`src/rtl/priority_encoder_rr_pkg.sv`:
```
// Shared constants and helpers for the registered priority encoder.
// Mode selectors, index-width derivation and the multi-hit test.
package prio_enc_pkg;

  localparam int unsigned MODE_FIXED = 0;
  localparam int unsigned MODE_RR    = 1;
  localparam int unsigned MAX_N      = 256;

  function automatic int unsigned idx_w(input int unsigned n);
    return (n <= 2) ? 1 : $clog2(n);
  endfunction

  // Clearing the lowest set bit leaves a nonzero value iff two or more bits were set.
  function automatic logic popcount_gt1(input logic [MAX_N-1:0] vec);
    return (vec & (vec - 1'b1)) != '0;
  endfunction

endpackage

```
`src/rtl/priority_encoder_rr_if.sv`:
```
// Request/result handshake bundle between a request source and the encoder.
// slave is the encoder side, master the producer/consumer side.
interface priority_encoder_rr_if
  import prio_enc_pkg::*;
#(
  parameter int unsigned N = 8
);

  localparam int unsigned IDX_W = idx_w(N);

  logic             enable;
  logic [N-1:0]     d_in;
  logic [IDX_W-1:0] y_out;
  logic             y_valid;
  logic             y_ready;
  logic             multi_hit;

  modport master (
    output enable, d_in, y_ready,
    input  y_out, y_valid, multi_hit
  );

  modport slave (
    input  enable, d_in, y_ready,
    output y_out, y_valid, multi_hit
  );

endinterface

```
`src/rtl/priority_encoder_rr_find.sv`:
```
// Combinational circular search: first set bit of req going downward from start,
// wrapping from 0 to N-1 (modulo N, not modulo 2^IDX_W).
module prio_find
  import prio_enc_pkg::*;
#(
  parameter  int unsigned N     = 8,
  localparam int unsigned IDX_W = idx_w(N)
) (
  input  logic [N-1:0]     req,
  input  logic [IDX_W-1:0] start,
  output logic [IDX_W-1:0] idx,
  output logic             found
);

  localparam logic [IDX_W-1:0] TOP = IDX_W'(N - 1);

  logic [IDX_W-1:0] pos;

  always_comb begin
    idx   = '0;
    found = 1'b0;
    pos   = start;
    for (int unsigned k = 0; k < N; k++) begin
      if (!found && req[pos]) begin
        found = 1'b1;
        idx   = pos;
      end
      pos = (pos == '0) ? TOP : pos - 1'b1;
    end
  end

endmodule

```
`src/rtl/priority_encoder_rr.sv`:
```
// Registered N-to-log2(N) priority encoder, fixed (MSB wins) or round-robin,
// with a one-deep valid/ready output stage and a multi-hit flag.
module priority_encoder_rr
  import prio_enc_pkg::*;
#(
  parameter  int unsigned N       = 8,
  parameter  int unsigned RR_MODE = MODE_FIXED,
  localparam int unsigned IDX_W   = idx_w(N)
) (
  input  logic                  clk,
  input  logic                  rst_n,
  priority_encoder_rr_if.slave  bus
);

  localparam logic [IDX_W-1:0] PTR_INIT = IDX_W'(N - 1);
  localparam bit               IS_RR    = (RR_MODE == MODE_RR);

  logic [IDX_W-1:0] y_out_q, y_out_d;
  logic [IDX_W-1:0] ptr_q, ptr_d;
  logic             y_valid_q, y_valid_d;
  logic             multi_q, multi_d;
  logic [IDX_W-1:0] start, win;
  logic             found, cap;

  // Fixed mode is the round-robin search pinned to start at N-1.
  assign start = IS_RR ? ptr_q : PTR_INIT;

  prio_find #(.N(N)) u_find (
    .req   (bus.d_in),
    .start (start),
    .idx   (win),
    .found (found)
  );

  assign cap = bus.enable && found && (!y_valid_q || bus.y_ready);

  always_comb begin
    y_out_d   = y_out_q;
    y_valid_d = y_valid_q;
    multi_d   = multi_q;
    ptr_d     = ptr_q;
    if (cap) begin
      y_out_d   = win;
      y_valid_d = 1'b1;
      multi_d   = popcount_gt1(MAX_N'(bus.d_in));
      // The winner drops to lowest priority on the next search.
      if (IS_RR) begin
        ptr_d = (win == '0) ? PTR_INIT : win - 1'b1;
      end else begin
        ptr_d = PTR_INIT;
      end
    end else if (y_valid_q && bus.y_ready) begin
      y_valid_d = 1'b0;
    end
  end

  always_ff @(posedge clk or negedge rst_n) begin
    if (!rst_n) begin
      y_out_q   <= '0;
      y_valid_q <= 1'b0;
      multi_q   <= 1'b0;
      ptr_q     <= PTR_INIT;
    end else begin
      y_out_q   <= y_out_d;
      y_valid_q <= y_valid_d;
      multi_q   <= multi_d;
      ptr_q     <= ptr_d;
    end
  end

  assign bus.y_out     = y_out_q;
  assign bus.y_valid   = y_valid_q;
  assign bus.multi_hit = multi_q;

endmodule

```
`src/flat_wrapper.sv`:
```
// flat-port wrapper written by rule: the top's interface ports become plain ports
module priority_encoder_rr_flat import prio_enc_pkg::*;
#(
  parameter  int unsigned N       = 8,
  parameter  int unsigned RR_MODE = MODE_FIXED,
  localparam int unsigned IDX_W   = idx_w(N)
)
  (clk, rst_n, bus_enable, bus_d_in, bus_y_ready, bus_y_out, bus_y_valid, bus_multi_hit);
  priority_encoder_rr_if #(.N(N)) bus_i ();
  input  logic clk;
  input  logic rst_n;
  input wire logic [$bits(bus_i.enable)-1:0] bus_enable;
  input wire logic [$bits(bus_i.d_in)-1:0] bus_d_in;
  input wire logic [$bits(bus_i.y_ready)-1:0] bus_y_ready;
  output wire logic [$bits(bus_i.y_out)-1:0] bus_y_out;
  output wire logic [$bits(bus_i.y_valid)-1:0] bus_y_valid;
  output wire logic [$bits(bus_i.multi_hit)-1:0] bus_multi_hit;
  assign bus_i.enable = bus_enable;
  assign bus_i.d_in = bus_d_in;
  assign bus_i.y_ready = bus_y_ready;
  assign bus_y_out = bus_i.y_out;
  assign bus_y_valid = bus_i.y_valid;
  assign bus_multi_hit = bus_i.multi_hit;
  priority_encoder_rr #(.N(N), .RR_MODE(RR_MODE)) u_core (.clk(clk), .rst_n(rst_n), .bus(bus_i));
endmodule
```
`config.mk`:
```
export PLATFORM = sky130hd
export DESIGN_NAME = priority_encoder_rr_flat
export DESIGN_NICKNAME = d
export VERILOG_FILES = /design/src/rtl/priority_encoder_rr_pkg.sv /design/src/rtl/priority_encoder_rr_if.sv /design/src/rtl/priority_encoder_rr_find.sv /design/src/rtl/priority_encoder_rr.sv /design/src/flat_wrapper.sv
export SDC_FILE = /design/constraint.sdc
export NUM_CORES = 1
export LEC_CHECK = 0
export BUFFER_PORTS_ARGS = -buffer_cell sky130_fd_sc_hd__buf_2
export CAP_MARGIN = 30
export CORE_MARGIN = 2
export CORE_UTILIZATION = 60
export CTS_CLUSTER_DIAMETER = 200
export CTS_CLUSTER_SIZE = 24
export DETAILED_ROUTE_END_ITERATION = 8
export PLACE_DENSITY_LB_ADDON = 0.3
export SLEW_MARGIN = 20
export SYNTH_ARGS = -nofsm -noshare
export SYNTH_HDL_FRONTEND = slang
export SYNTH_HIERARCHICAL = 1
export SYNTH_SLANG_ARGS = --single-unit
```
`constraint.sdc`:
```
create_clock -name clk -period 3.13 [get_ports clk]
set_input_delay 0.313 -clock clk [delete_from_list [all_inputs] [get_ports clk]]
set_output_delay 0.313 -clock clk [all_outputs]
set_load 0.02 [all_outputs]
```
==> results of run 1 <==
-- registers in the layout (all words and copies together) (netlist names) --
name                  flops
u_core/bus.y_valid        1
u_core/bus.multi_hit      1
u_core/bus.y_out          3
-- layer usage --
metal  GRT usage [%]  vias to the layer above  part of all wire (%)
met5               0                        -                     0
met4            10.5                        0                   3.2
met3            6.28                       24                    11
met2            46.9                      104                    47
met1            35.5                      784                    39
li1                -                      786                     -
-- area by class of cell --
class,count,area (um^2),area share (%)
Tap cell,30,37.5,2.09
Inverter,10,37.5,2.09
Multi-Input combinational cell,184,1480,82.3
Sequential cell,5,125,6.98
Clock buffer,4,26.3,1.47
Timing Repair Buffer,17,90.1,5.02
-- where the power goes --
part	switching, W	total, W	internal, W
Sequential	0.00000732	0.0000877	0.0000804
Clock	0.0000332	0.0000818	0.0000486
Combinational	0.000228	0.000390	0.000163
-- kinds of logic after synthesis --
logic type,count (synthesis),share of synthesized area [%]
other,1,0.232
XOR/XNOR,1,0.542
flip-flops,5,7.74
buffers and inverters,18,4.41
multiplexers,32,25.1
adder cells (fa/ha/maj),9,6.81
AO/OA/AOI/OAI,60,32.7
AND/OR/NAND/NOR,66,22.4
-- cells in the final DEF (no fill, tap or decap), types with 2 or more instances in the layout --
cell / count
mux2i_1: 18
nor2_1: 17
buf_2: 16
conb_1: 16
nand2_1: 13
a21oi_1: 13
nand3_1: 11
inv_1: 8
mux2_2: 8
ha_1: 8
mux4_2: 6
o21ai_0: 5
dfrtp_1: 5
nor3_1: 4
clkbuf_4: 3
a211oi_1: 3
o211ai_1: 3
a2111oi_4: 2
or3_1: 2
o21ai_2: 2
or2_2: 2
nor3b_1: 2
a2111oi_0: 2
a31oi_1: 2
o311ai_4: 2
a21oi_4: 2
or4_1: 2
and2_1: 2
o32a_1: 2
o21bai_1: 2
o2bb2ai_1: 2
a2bb2oi_1: 2
-- stage by stage --
step / cell area, um^2 / cells / hold WS (ns) / worst slack, ns / utilization [%]
final: 1790 / 250 / 0.284 / 0.794 / 71.1
after global routing: 1790 / 250 / 0.309 / 0.671 / 71.1
after CTS: 1790 / 250 / 0.277 / 0.831 / 71.1
after detailed placement: 1760 / 245 / 0.133 / 0.543 / 69.6
after global placement: 1760 / 245 / 0.129 / 0.665 / 69.6
after floorplan: 1670 / 207 / 0.0174 / 0.953 / -
-- worst min-delay path: stages --
cell     delay, ns
buf_2         0.07
nand2_1       0.06
nand2_1       0.07
-- worst min-delay path by stage --
stage | start | to | slack [ns]
finish | bus_enable | u_core/bus.y_valid | 0.28
detailed placement | rst_n | u_core/bus.y_valid | 0.13
global placement | rst_n | u_core/bus.y_out[2] | 0.13
global route | bus_enable | u_core/bus.y_valid | 0.31
CTS | bus_enable | u_core/bus.y_valid | 0.28
floorplan | rst_n | u_core/bus.multi_hit | 0.02
==> out/qor.yml, run 1 <==
fillers: 211
ys_warn_count: 6
synth_flop_cell: "dfrtp_1"
status: "completed"
netlist_top_cells_count: "mux2i_1 (18), nor2_1 (17), a21oi_1 (13), nand2_1 (13), nand3_1 (11)"
grt_pass1_vias: 1550
cts_root_buffer: "clkbuf_4"
whs_path_depth: 3
cts_hold_buffers: 1
cts.repair.resized: 0
postCtsSetupBuffers: 0
vias_per_cell: 6.79
fmax_mhz: 428
hold_path_class: "input port to register"
endpoint: "u_core/bus.y_out[2]"
netlist.area_leader.share_pct: 11.1
ios: 17
grt_pass1_wl_mm: 7.04
setup_viol: 0
die_y_um: 55.9
gp_congestion: 0.972
wirelength_mm: 4.11
final_nets: 241
ys_ff_latch: 5
htreeDepth: 1
clock_latency_ns: 0.26
fp.coreArea_mm2: 0.00252
cp_max_fo: 9
period_needed_ns: 2.34
rrSetupSlack_ns: 1.74
min_period_over_period_pct: 74.6
total_power_w: 0.000560
async_flop_share_pct: 100
drv_cap: 0
grt_setup_unrepaired: "no"
grtUsageTotal_pct: 28.1
start_util_pct: 64.1
die_area_mm2: 0.00313
synth_cell_types: 63
area.growth.synth_to_final_pct: 10.9
clkSinkCount: 5
reg2reg_depth: 3
synth_top_area_cell: "mux2i_1"
crit_chain: "buf_2 > mux4_2 > mux2i_1 > nand2_1 > or4_1 > a21oi_1 > a2bb2oi_1 > mux2_2"
syn_inst: 192
vias: 1698
regToRegStartpoint: "u_core/bus.y_valid"
peakVddDrop_mv: 0.320
crit_path_max_incr_delay_ns: 0.54
dp_hpwl_mm: 3.20
arrival_ns: 2.54
drc: 0
finClkSkew_ns: 0.00110
drt_iter0_drc: 101
cp_num_buf_inv: 1
final_antenna_net_count: 0
p_per_area_mw_per_mm2: 312
worstSetupPathType: "input port to register"
crit_path_end_kind: "register"
cts-buffers-inserted: 3
synth.most_common_cell: "mux2i_1"
critical-path-slowest-cell: "or4_1"
wire_per_inst_um: 16.4
n_antenna_cell: 0
setup_tns_ns: 0
timing.final.max_slew_violations: 0
rows: 18
grt_max_degree: 18
cts_buffer_depth: 2
crit_start: "bus_d_in[7]"
antenna_found_initial: 0
cp.required_ns: 3.33
p_leak_nw: 0.725
synth_area_mm2: 0.00162
drt-pass1-iter-count: 5
cp-start-kind: "input port"
worst-path-stages: 8
die_x_um: 55.9
synth_edf_count: 0
grt_remaining_overflow: 0
synth.area.top_cells: "mux2i_1 (11%), mux4_2 (8.4%), dfrtp_1 (7.7%)"
portBuffers: 16
finalHoldViolations: 0
layout-drive-gt1-share_pct: 25.0
avgSynthCellArea_um2: 8.42
reg2reg_to: "u_core/bus.y_out[1]"
cpLargestDelayFamily: "multiplexers"
cts_tree: "done"
cts.clk_slew.worst_paths_ns: 0.05
seq_area_frac_synth_pct: 7.74
(Power assumes the default switching activity.)
==> run 2: changes to the inputs <==
Settings changed: ABC_AREA set to 1, CORE_UTILIZATION 60 to 55.
Clock period 3.13 ns to 2 ns, I/O delays scaled along.
==> out/qor.yml, run 2 <==
cp-start-kind: "input port"
avgSynthCellArea_um2: 5.78  # -31%
start_util_pct: 57.1  # -7.0 points
vias_per_cell: 4.90  # -28%
synth_edf_count: 0  # unchanged
grt_pass1_vias: 1604  # +3.5%
layout-drive-gt1-share_pct: 25.7  # +0.66 points
final_antenna_net_count: 0  # unchanged
min_period_over_period_pct: 88.3
status: "completed"
drt-pass1-iter-count: 4  # -1
period_needed_ns: 1.77
synth_flop_cell: "dfrtp_1"
ys_warn_count: 6  # unchanged
rows: 20  # +2
wirelength_mm: 4.20  # +2.2%
synth.most_common_cell: "nand2_1"
async_flop_share_pct: 100  # unchanged
fp.coreArea_mm2: 0.00303  # +20%
drv_cap: 0  # unchanged
finClkSkew_ns: 0.00160  # +0.000504 ns
timing.final.max_slew_violations: 0  # unchanged
drc: 0  # unchanged
p_clk_share_pct: 12.8  # -1.8 points
clock_latency_ns: 0.24  # -0.02 ns
dp_slack_ns: -0.0155  # -0.558 ns
seq_area_frac_synth_pct: 7.24  # -0.50 points
total_power_w: 0.000920  # +64%
ios: 17  # unchanged
fillers: 290  # +37%
wire_per_inst_um: 10.9  # -34%
ys_ff_latch: 5  # unchanged
finalWorstSetupSlack_ns: 0.234  # -0.560 ns
die_area_mm2: 0.00361  # +15%
p_per_area_mw_per_mm2: 459  # +47%
grt_setup_unrepaired: "no"
p_leak_nw: 1.16  # +61%
dp_hpwl_mm: 3.51  # +9.6%
final_common_cell: "nand2_1"
drt_iter0_drc: 139  # +38%
cts-buffers-inserted: 3  # unchanged
syn_inst: 299  # +56%
swShare_pct: 53.0  # +5.1 points
setup_viol: 0  # unchanged
synth_cell_types: 30  # -52%
largest_reg_flops: 3  # unchanged
netlist_top_cells_count: "nand2_1 (100), nand3_1 (54), inv_1 (31)"
postCtsSetupBuffers: 0  # unchanged
peakVddDrop_mv: 0.240  # -25%
regToRegStartpoint: "u_core/bus.y_valid"
clkSinkCount: 5  # unchanged
synth_top_area_cell: "nand2_1"
cts_buffer_depth: 2  # unchanged
finalHoldViolations: 0  # unchanged
synth.area.top_cells: "nand2_1 (22%), nand3_1 (16%), dfrtp_1 (7.2%)"
switchingPower_w: 0.000488  # +82%
portBuffers: 16  # unchanged
antenna_found_initial: 0  # unchanged
die_y_um: 60.1  # +7.4%
arrival_ns: 1.90  # -0.64 ns
placed_area_mm2: 0.00197  # +12%
hp-start: "bus_enable"
die_x_um: 60.1  # +7.4%
netlist.area_leader.share_pct: 21.7  # +11 points
cts_tree: "done"
gp_congestion: 0.997  # +2.5%
worstSetupPathType: "input port to register"
grt_max_degree: 25  # +7
final_area_mm2: 0.00200  # +12%
grt_pass1_wl_mm: 7.14  # +1.5%
crit_start: "bus_d_in[7]"
n_antenna_cell: 0  # unchanged
fmax_mhz: 566
synth_area_mm2: 0.00173  # +6.9%
seqPwrFrac_pct: 14.0  # -1.7 points
crit_path_end_kind: "register"
hold_path_class: "input port to register"
cp.required_ns: 2.14  # -1.19 ns
internal_power_w: 0.000432  # +48%
vias: 1897  # +12%
final_nets: 364  # +51%
grtUsageTotal_pct: 25.8  # -2.3 points
final_cell_mix: "nand2_1 (100), nand3_1 (54), inv_1 (31), nor2_1 (18)"
setup_tns_ns: 0  # unchanged
cts.clk_slew.worst_paths_ns: 0.04  # about the same
area.growth.synth_to_final_pct: 16.0
cts_root_buffer: "clkbuf_4"
cp_max_fo: 2  # -7
grt_remaining_overflow: 0  # unchanged
htreeDepth: 1  # unchanged
pwr-share-comb_pct: 73.2  # +3.5 points
[run 2: changes by cell type in the layout (fill, tap and decap cells not counted), moves of 10 or more]
cell / change
mux2i_1: -18
nand3_1: +43
nand3_2: +10
a21oi_1: -11
inv_1: +23
buf_4: +13
nand2_1: +87
nand2_2: +17
[run 2: cell type report]
cell class	instances	area, um^2	area share (%)
clock buffers	4	26.3	1.31
inverters	36	138	6.87
multi-input cells	268	1470	73.5
flip-flops and latches	5	125	6.24
well taps	44	55.1	2.75
repair buffers	30	188	9.36
[run 2: worst paths after layout]
path	endpoint	slack, ns	depth (start not counted)
min reg2reg	u_core/bus.y_out[2]	0.46	2
min	u_core/bus.y_valid	0.21	3
max reg2reg	u_core/bus.multi_hit	0.88	7
min in group asynchronous	u_core/bus.y_valid	0.31	2
max in group asynchronous	u_core/bus.y_out[1]	1.55	2
max	u_core/bus.multi_hit	0.23	20
[run 2: critical path, stage by stage]
cell and delay [ns]:
buf_2 0.10, inv_1 0.06, nand2_1 0.06, o211ai_2 0.05
nand2_1 0.07, nand2_1 0.08, nand2_2 0.07, inv_1 0.07
nand2_1 0.08, nor2_4 0.10, nand2_2 0.07, nor2_4 0.09
nand3_2 0.10, nor2_4 0.12, nand3_1 0.08, nand2_2 0.09
a21oi_4 0.04, or2_2 0.27, nand2_1 0.07, inv_1 0.03
[run 2: what timing repair did]
item	CTS	global route
setup endpoints to repair	0	0
resized for setup	0	0
hold buffers	1	0
endpoints found under the hold margin	5	0
[run 2: metrics by stage]
step | util [%] | cells | hold WS [ns]
5_1_grt | 66.2 | 387 | 0.203
3_5_place_dp | 65.0 | 382 | 0.0204
2_1_floorplan | - | 315 | -0.0956
6_report | 66.2 | 387 | 0.207
3_3_place_gp | 65.0 | 382 | 0.0182
4_1_cts | 66.2 | 387 | 0.208
[run 2: cell families after synthesis]
family / share of synthesized area (%)
DFF: 7.24
AOI/OAI and AO/OA: 8.91
buffers and inverters: 11.0
other: 0.217
and+or+nand+nor: 66.8
adders and majority gates: 5.79
[run 2: routing by layer]
metal	vias to the layer above	wire length [um]	track usage, %	share of wire [%]
met5	-	0	0	0
met4	0	21	4.13	0.50
met3	2	220	5.19	5.2
met1	814	2020	36.0	48
li1	1031	-	-	-
met2	50	1940	41.6	46
[run 2: power groups by stage]
| stage | logic [W] | registers, W | clock network (W) |
|---|---|---|---|
| 4_1_cts | 0.000627 | 0.000129 | 0.000120 |
| 3_5_place_dp | 0.000624 | 0.000131 | 0 |
| 2_1_floorplan | 0.000486 | 0.000155 | 0 |
| 3_3_place_gp | 0.000621 | 0.000130 | 0 |
| 6_report | 0.000673 | 0.000129 | 0.000118 |
| 5_1_grt | 0.000753 | 0.000131 | 0.000129 |
